[config.mk]
export PLATFORM = sky130hd
export DESIGN_NAME = vc_input_mgr
export DESIGN_NICKNAME = d
export VERILOG_FILES = /design/src/rtl/sw_pkg.sv /design/src/rtl/rr_pick.sv /design/src/rtl/vc_input_mgr.sv
export SDC_FILE = /design/constraint.sdc
export NUM_CORES = 1
export LEC_CHECK = 0
export CORE_MARGIN = 2
export CORE_UTILIZATION = 30
export DETAILED_ROUTE_END_ITERATION = 8
export DONT_BUFFER_PORTS = 1
export GPL_ROUTABILITY_DRIVEN = 0
export SYNTH_ARGS = -nofsm -noshare
export SYNTH_HDL_FRONTEND = slang
export SYNTH_SLANG_ARGS = --single-unit
[constraint.sdc]
create_clock -name clk -period 4.6 [get_ports clk]
set_clock_uncertainty 0.1 [all_clocks]
set_input_delay 0.92 -clock clk [delete_from_list [all_inputs] [get_ports clk]]
set_output_delay 0.92 -clock clk [all_outputs]
set_load 0.01 [all_outputs]
[src/rtl/sw_pkg.sv]
// Shared switch types: flit type encoding and the per-port control state.
package sw_pkg;

  typedef enum logic [1:0] {
    FT_NONE = 2'b00,
    FT_HEAD = 2'b01,
    FT_BODY = 2'b10,
    FT_TAIL = 2'b11
  } flit_t;

  typedef enum logic [1:0] {
    ST_IDLE  = 2'b00,
    ST_AREQ  = 2'b01,
    ST_XFER  = 2'b10,
    ST_DRAIN = 2'b11
  } port_state_t;

  // Width of an index into n items; never narrower than one bit.
  function automatic int idx_w(input int n);
    return (n > 1) ? $clog2(n) : 1;
  endfunction

endpackage

[src/rtl/rr_pick.sv]
// Round-robin priority picker: the first valid entry after ptr_i wins,
// wrapping around, so ptr_i itself has the lowest priority.
module rr_pick
  import sw_pkg::*;
#(
  parameter  int N  = 2,
  localparam int IW = idx_w(N)
) (
  input  logic [N-1:0]  valid_i,
  input  logic [IW-1:0] ptr_i,
  output logic          hit_o,
  output logic [IW-1:0] idx_o
);

  logic [IW-1:0] cand;

  // Walk from lowest to highest priority so the last match is the winner.
  always_comb begin
    hit_o = 1'b0;
    idx_o = '0;
    cand  = '0;
    for (int k = N; k >= 1; k--) begin
      cand = IW'((int'(ptr_i) + k) % N);
      if (valid_i[cand]) begin
        hit_o = 1'b1;
        idx_o = cand;
      end
    end
  end

endmodule

[src/rtl/vc_input_mgr.sv]
// Input-port buffer manager: picks a VC round-robin, requests the routed
// output, drains the packet under backpressure, and discards malformed or
// oversize packets.
module vc_input_mgr
  import sw_pkg::*;
#(
  parameter  int NPORT  = 5,
  parameter  int NVC    = 2,
  parameter  int MAXLEN = 64,
  localparam int SW     = idx_w(NVC)
) (
  input  logic                       clk,
  input  logic                       rst,
  input  flit_t [NVC-1:0]            vc_type,
  input  logic  [NVC-1:0]            vc_empty,
  input  logic  [NVC-1:0][NPORT-1:0] vc_dest,
  output logic  [NVC-1:0]            vc_re,
  output logic  [NPORT-1:0]          req,
  input  logic                       ack,
  input  logic                       stall,
  output logic  [SW-1:0]             sel,
  output logic                       fwd,
  output logic                       drop,
  output logic                       err,
  output logic                       busy
);

  localparam int            CW      = (MAXLEN > 0) ? $clog2(MAXLEN + 1) : 1;
  localparam logic [SW-1:0] RR_INIT = SW'(NVC - 1);

  port_state_t      state_q, state_d;
  logic [SW-1:0]    sel_q, sel_d;
  logic [SW-1:0]    rr_q, rr_d;
  logic [NPORT-1:0] dest_q, dest_d;
  logic [CW-1:0]    cnt_q, cnt_d, cnt_inc;

  logic             pick_hit;
  logic [SW-1:0]    pick_idx;
  logic [NPORT-1:0] pick_dest;
  logic             pick_ok;
  logic             len_hit;
  logic             rd;
  flit_t            cur_type;

  rr_pick #(.N(NVC)) u_pick (
    .valid_i (~vc_empty),
    .ptr_i   (rr_q),
    .hit_o   (pick_hit),
    .idx_o   (pick_idx)
  );

  assign pick_dest = vc_dest[pick_idx];
  // A packet may only be requested if it starts with a head and routes to exactly one port.
  assign pick_ok   = (vc_type[pick_idx] == FT_HEAD) && (pick_dest != '0) &&
                     ((pick_dest & (pick_dest - NPORT'(1))) == '0);
  assign cur_type  = vc_type[sel_q];
  assign cnt_inc   = (cnt_q == {CW{1'b1}}) ? cnt_q : cnt_q + CW'(1);
  assign len_hit   = (MAXLEN != 0) && (int'(cnt_inc) >= MAXLEN);

  assign sel  = sel_q;
  assign busy = (state_q != ST_IDLE);

  // Next-state, read decode and per-flit policing.
  always_comb begin
    state_d = state_q;
    sel_d   = sel_q;
    rr_d    = rr_q;
    dest_d  = dest_q;
    cnt_d   = cnt_q;
    vc_re   = '0;
    req     = '0;
    fwd     = 1'b0;
    drop    = 1'b0;
    err     = 1'b0;
    rd      = 1'b0;

    case (state_q)
      ST_IDLE: begin
        if (pick_hit) begin
          sel_d  = pick_idx;
          dest_d = pick_dest;
          if (pick_ok) begin
            state_d = ST_AREQ;
          end else begin
            state_d = ST_DRAIN;
            err     = 1'b1;
          end
        end
      end
      ST_AREQ: begin
        req = dest_q;
        rd  = ack & ~stall & ~vc_empty[sel_q];
        if (ack) state_d = ST_XFER;
      end
      ST_XFER: begin
        req = dest_q;
        rd  = ~stall & ~vc_empty[sel_q];
      end
      ST_DRAIN: begin
        // Discarded flits go nowhere, so backpressure does not apply.
        rd = ~vc_empty[sel_q];
      end
      default: state_d = ST_IDLE;
    endcase

    if (rd) begin
      vc_re[sel_q] = 1'b1;
      if (state_q == ST_DRAIN) begin
        drop = 1'b1;
        if (cur_type == FT_TAIL) begin
          state_d = ST_IDLE;
          rr_d    = sel_q;
          cnt_d   = '0;
        end
      end else begin
        fwd   = 1'b1;
        cnt_d = cnt_inc;
        // A head after the first flit is a framing error but still forwarded.
        if (cur_type == FT_HEAD && cnt_q != '0) err = 1'b1;
        if (cur_type == FT_TAIL) begin
          state_d = ST_IDLE;
          rr_d    = sel_q;
          cnt_d   = '0;
        end else if (len_hit) begin
          err     = 1'b1;
          state_d = ST_DRAIN;
        end
      end
    end

    // No FIFO pops or pulses while reset is held.
    if (rst) begin
      vc_re = '0;
      fwd   = 1'b0;
      drop  = 1'b0;
      err   = 1'b0;
    end
  end

  // State and bookkeeping registers.
  always_ff @(posedge clk) begin
    if (rst) begin
      state_q <= ST_IDLE;
      sel_q   <= '0;
      rr_q    <= RR_INIT;
      dest_q  <= '0;
      cnt_q   <= '0;
    end else begin
      state_q <= state_d;
      sel_q   <= sel_d;
      rr_q    <= rr_d;
      dest_q  <= dest_d;
      cnt_q   <= cnt_d;
    end
  end

endmodule
## Yosys cells after proc, flatten, opt, wreduce, memory -nomap -nowiden

Cells that the tools add are included.
W data, S select, Z words.

- Add/sub/neg operators: 4
- Mux-type cells: 50
- Reduce and logical (&&, ||, !) cells: 13
- Bitwise gates (word level): 7
- Magnitude comparators: 6
- Equal/unequal tests: 8

Operators by type and width:

| operator | number |
|---|---|
| $mux W2 | 14 |
| $mux W7 | 4 |
| $mux W1 | 26 |
| $mux W5 | 3 |
| $lt A1 B2 Y1 const B | 4 |
| $add A7 B1 Y7 const B | 1 |
| $eq A7 B7 Y1 const B | 1 |
| $ge A7 B7 Y1 const B | 1 |
| $reduce_bool A7 Y1 | 1 |
| $eq A2 B1 Y1 const B | 3 |
| $eq A2 B2 Y1 const B | 3 |
| $reduce_and A2 Y1 | 3 |
| $and A5 B5 Y5 | 1 |
| $logic_not A5 Y1 | 1 |
| $reduce_bool A5 Y1 | 1 |
| $sub A5 B1 Y5 const B | 1 |
| $logic_and A1 B1 Y1 | 4 |
| $pmux W2 S2 | 1 |
| $and A1 B1 Y1 | 3 |
| $pmux W1 S3 | 1 |
| $add A1 B1 Y1 const B | 2 |
| $logic_not A2 Y1 | 1 |
| $ne A2 B1 Y1 const B | 1 |
| $not A1 Y1 | 2 |
| other kinds (5) | 5 |

- Bits in registers: 16
- Bits of input ports: 20

## Longest topological paths before layout

- Word-level depth: 20
- Mapped depth: 9
- Gate-level depth less buffers: 7

## Hierarchy

Synthesis repeated with hierarchy kept, for this count alone.

- Cells, all modules: 159
- Area, all modules: 1,352.5 µm²

By module, submodules not included:

| module | instances | seq. area each (µm²) | cells an instance | area each (µm²) |
|---|---|---|---|---|
| vc_input_mgr | 1 | 320.3 | 157 | 1,338.8 |
| rr_pick | 1 | 0.0 | 2 | 13.8 |

## Least setup slack after synthesis

OpenSTA, ideal clock, no wires.

- Kind: input to output
- From: input port vc_empty[0]
- To: output port err
- Arrival time: 2,002 ps
- Cell stages on the path: 7
- Path buffers: 2
- Data required time: 3,580 ps
- Setup slack: 1,578 ps
- Cells stage by stage: mux2_4 -> nor2_4 -> and4b_1 -> buf_6 -> buf_12 -> o21ai_2 -> a31oi_1

- Word-level cells in the longest chain between the ends: 20
- Elaborated cells on any way between the ends: 35
- Those cells by class: add/sub: 1; eq/ne: 1; mux: 24; bitwise: 5; reduce/logical: 4

RTL lines:

| element | RTL line | RTL |
|---|---|---|
| start, declared | vc_input_mgr.sv:15 | `input logic [NVC-1:0] vc_empty,` |
| $not A2 Y2 | vc_input_mgr.sv:46 | `.valid_i (~vc_empty),` |
| $mux W1 (implied by the code) (2 in a row) | rr_pick.sv:24 | `if (valid_i[cand]) begin` |
| $mux W1 (2 in a row) | rr_pick.sv:24 |  |
| $mux W5 (implied by the code) (2 in a row) | vc_input_mgr.sv:52 | `assign pick_dest = vc_dest[pick_idx];` |
| $sub A5 B1 Y5 | vc_input_mgr.sv:55 | `((pick_dest & (pick_dest - NPORT'(1))) == '0);` |
| $and A5 B5 Y5 | vc_input_mgr.sv:55 |  |
| $logic_not A5 Y1 | vc_input_mgr.sv:55 |  |
| $logic_and A1 B1 Y1 | vc_input_mgr.sv:54 | `assign pick_ok = (vc_type[pick_idx] == FT_HEAD) && (pick_dest != '0) &&` |
| $mux W1 | vc_input_mgr.sv:82 | `if (pick_ok) begin` |
| $mux W1 | vc_input_mgr.sv:79 | `if (pick_hit) begin` |
| $mux W1 | vc_input_mgr.sv:77 | `case (state_q)` |
| $mux W1 | vc_input_mgr.sv:119 | `if (cur_type == FT_HEAD && cnt_q != '0) err = 1'b1;` |
| $mux W1 | vc_input_mgr.sv:124 | `end else if (len_hit) begin` |
| $mux W1 | vc_input_mgr.sv:120 | `if (cur_type == FT_TAIL) begin` |
| $mux W1 | vc_input_mgr.sv:108 | `if (state_q == ST_DRAIN) begin` |
| $mux W1 * | vc_input_mgr.sv:106 | `if (rd) begin` |
| $mux W1 * | vc_input_mgr.sv:132 | `if (rst) begin` |
| end, declared | vc_input_mgr.sv:24 | `output logic err,` |

Every way passes the cells marked *; elsewhere a longest branch is shown, timed or not. The select of a mux whose other input is x is not followed.

## Worst setup path in the final report

- From: register state_q[1]
- To: output port err

- Word-level cells in the longest chain between the ends: 8
- Elaborated cells on any way between the ends: 12
- Those cells by class: eq/ne: 3; mux: 8; reduce/logical: 1

RTL lines:

| element | RTL line | RTL |
|---|---|---|
| start, declared | vc_input_mgr.sv:31 | `port_state_t state_q, state_d;` |
| start signal, assigned | vc_input_mgr.sv:149 | `state_q <= state_d;` |
| $logic_not A2 Y1 | vc_input_mgr.sv:77 |  |
| $mux W1 | vc_input_mgr.sv:77 |  |
| $mux W1 | vc_input_mgr.sv:119 |  |
| $mux W1 | vc_input_mgr.sv:124 |  |
| $mux W1 | vc_input_mgr.sv:120 |  |
| $mux W1 | vc_input_mgr.sv:108 |  |
| $mux W1 * | vc_input_mgr.sv:106 |  |
| $mux W1 * | vc_input_mgr.sv:132 |  |

Every way passes the cells marked *; elsewhere a longest branch is shown, timed or not.

==> results.txt <==
CTS buffer count - 3
Max Slew Vio Count - 0
Largest net degree at the start of global routing - 17
WP data arrival - 2510 ps
Synth top area cells - dfxtp_1 (26%), ha_1 (6.0%), o21ai_0 (4.8%)
CTS tree - yes
Met2 wire len - 1.406 mm
Grt ovf - 0
Postcts setup bufs - 0
Gate Count Post-Synth - 161
Synth top area share - 25.57%
Biggest area consumer among synthesized cells - dfxtp_1
CTS Root Cell - clkbuf_8
Via/cell ratio - 5.620
Initial Util - 31.31%
WL met1 - 1.447 mm
Syn avg cell area - 7.779 um2
Met3 WL - 148 um
Slew @ Worst Pin - 570.1 ps
DR pass1 iterations - 4
Synth Net Count - 187
Setup TNS - 0 ps
Worst-Skew Late Latency - 260 ps
Core ar. - 4000 um2
Worst vdd ir - 0.2989 mV
Fillcell total - 449
Synth warn - 0
Setup Crit Path Kind - reg2out
Ports - 32
CTS Buffer Depth - 2
Vias - 1,169
Antenna violations before repair - 0
Post-synthesis sequential area ratio - 25.57%
Die width - 68.61 um
Post-Syn Area - 1252 um2
Clock sinks - 16
MaxCap Viol Count - 0
DP Cell Count - 204
Layout Cells excl Fill - 208
# diodes - 0
Crit end category - output pin
Nets - 185
Area growth syn-to-layout - 4.895%
Final cycle utilization of the critical path - 76.82%
RSZ-0062 raised after global routing - no
Setup crit start kind - flop
Fraction of layout instances using a drive strength above 1 - 8.861%
Row count - 23
Fin. Hold Viols - 0
Yosys cell types - 46
Leakage - 0.0004725 uW
Max FO, Critical Path - 15
Count leader, synth - dfxtp_1
Post-synth EDFFs - 0
Final HPWL from detailed placement - 2.370 mm
Asr flop ratio synth - 0%
Critical Path RT - 3580 ps
DRT iter0 DRCs - 31
Status - completed
Ys flop type - dfxtp_1
Min Tclk post-route - 3534 ps
Detailed-route wire length - 3.052 mm
Total GRT Usage - 14.04%
Top Layer Used - met4
Slew headroom - 61.51%
Final setup vio count - 0
Synthesized flop and latch total - 16
Post-DR wirelength/cell - 14.67 um
CTS clk-pin slew, worst paths - 70 ps
Post-synth top cells - dfxtp_1 (16), nand2_1 (12), o21ai_0 (12)
Post-DRT Antenna Nets - 0
R2R setup slack - 2180 ps
Worst min-delay path class - reg2reg
Max H-tree Level - 1
Power density relative to cell area - 433.4 nW/um2
Hold buffer count at cts - 0
Fmax - 283.0 MHz
Vias in the first global route - 1,066
DIE AREA - 4707 um2
Post-route DRC - 0
Post-cts sizing count - 0
First-pass GRT wire length - 4.905 mm
Die height - 68.61 um
Count of input and output buffers - 0
## stage by stage
stage               area [um2]  util, %  power [uW]  setup slack, ps  hold WS, ps
floorplan                 1252        -       398.0             1578        336.8
global placement          1259    31.47       445.1             1333        389.3
detailed placement        1259    31.47       445.2             1307        371.3
CTS                       1314    32.84       575.0             1070        396.5
global route              1314    32.84       617.2            806.1        423.3
finish                    1314    32.84       569.4             1066        389.7
## logic make-up after synthesis
family	share of synthesized area [%]
AND/OR/NAND/NOR	26.18
buffers and inverters	8.691
XOR/XNOR	0.6994
AO/OA/AOI/OAI	29.27
multiplexers	3.596
flip-flops	25.57
adder cells (fa/ha/maj)	5.994
## final cells by class
class,count,area (um2),area share (%)
Tap cell,50,62.56,4.762
Multi-Input combinational cell,125,823.3,62.67
Sequential cell,16,320.3,24.38
Timing Repair Buffer,1,7.507,0.5714
Clock buffer,4,55.05,4.190
Inverter,12,45.04,3.429
## per-layer routing
| layer | global-route usage [%] | vias up |
|---|---|---|
| met5 | 0 | - |
| li1 | - | 593 |
| met4 | 6.000 | 0 |
| met2 | 23.08 | 26 |
| met3 | 2.760 | 5 |
| met1 | 17.77 | 545 |
## state kept, by name (all words and copies together) (netlist names)
register / count
rr_q: 1
cnt_q: 7
sel: 1
state_q: 2
dest_q: 5
## critical path: stages (launching register included)
cell and delay, ps:
dfxtp_1 450, inv_1 110, ha_1 390, nand2b_1 120, o21ai_4 210, and4b_1 570
o21ai_2 110, a31oi_1 290
## worst paths after layout
| kind | cells past startpoint | start | end |
|---|---|---|---|
| setup / recovery | 7 | state_q[1]$_SDFF_PP0_ | err |
| hold / removal | 2 | dest_q[3]$_SDFFE_PP0P_ | dest_q[3]$_SDFFE_PP0P_ |
| setup reg to reg | 7 | state_q[1]$_SDFF_PP0_ | cnt_q[1]$_SDFFE_PP0P_ |
| hold reg to reg | 2 | dest_q[3]$_SDFFE_PP0P_ | dest_q[3]$_SDFFE_PP0P_ |
## cells in the final DEF (no fill, tap or decap), drive strengths merged, types with 2 or more instances in the layout
cell,netlist,routed
mux2i,3,3
o211ai,2,2
nand4,3,3
o221ai,2,2
nor2b,3,3
nand3,10,10
a32oi,2,2
clkbuf,3,4
nor2,13,13
nor3,5,5
inv,11,11
o31ai,4,4
nand2,12,12
a22oi,2,2
dfxtp,16,16
ha,6,6
a21oi,11,11
nand2b,3,3
and2,6,6
a31oi,2,2
o21ai,14,14
a211oi,3,3
a311oi,6,6
nor4,2,2
## power breakdown
group | internal (uW) | total, uW | switching, uW
clock network | 76.1 | 129 | 53.3
registers | 166 | 191 | 25.8
logic | 92.3 | 249 | 156
total | 334 | 569 | 235
No activity file was read; power rests on OpenSTA's default activity.
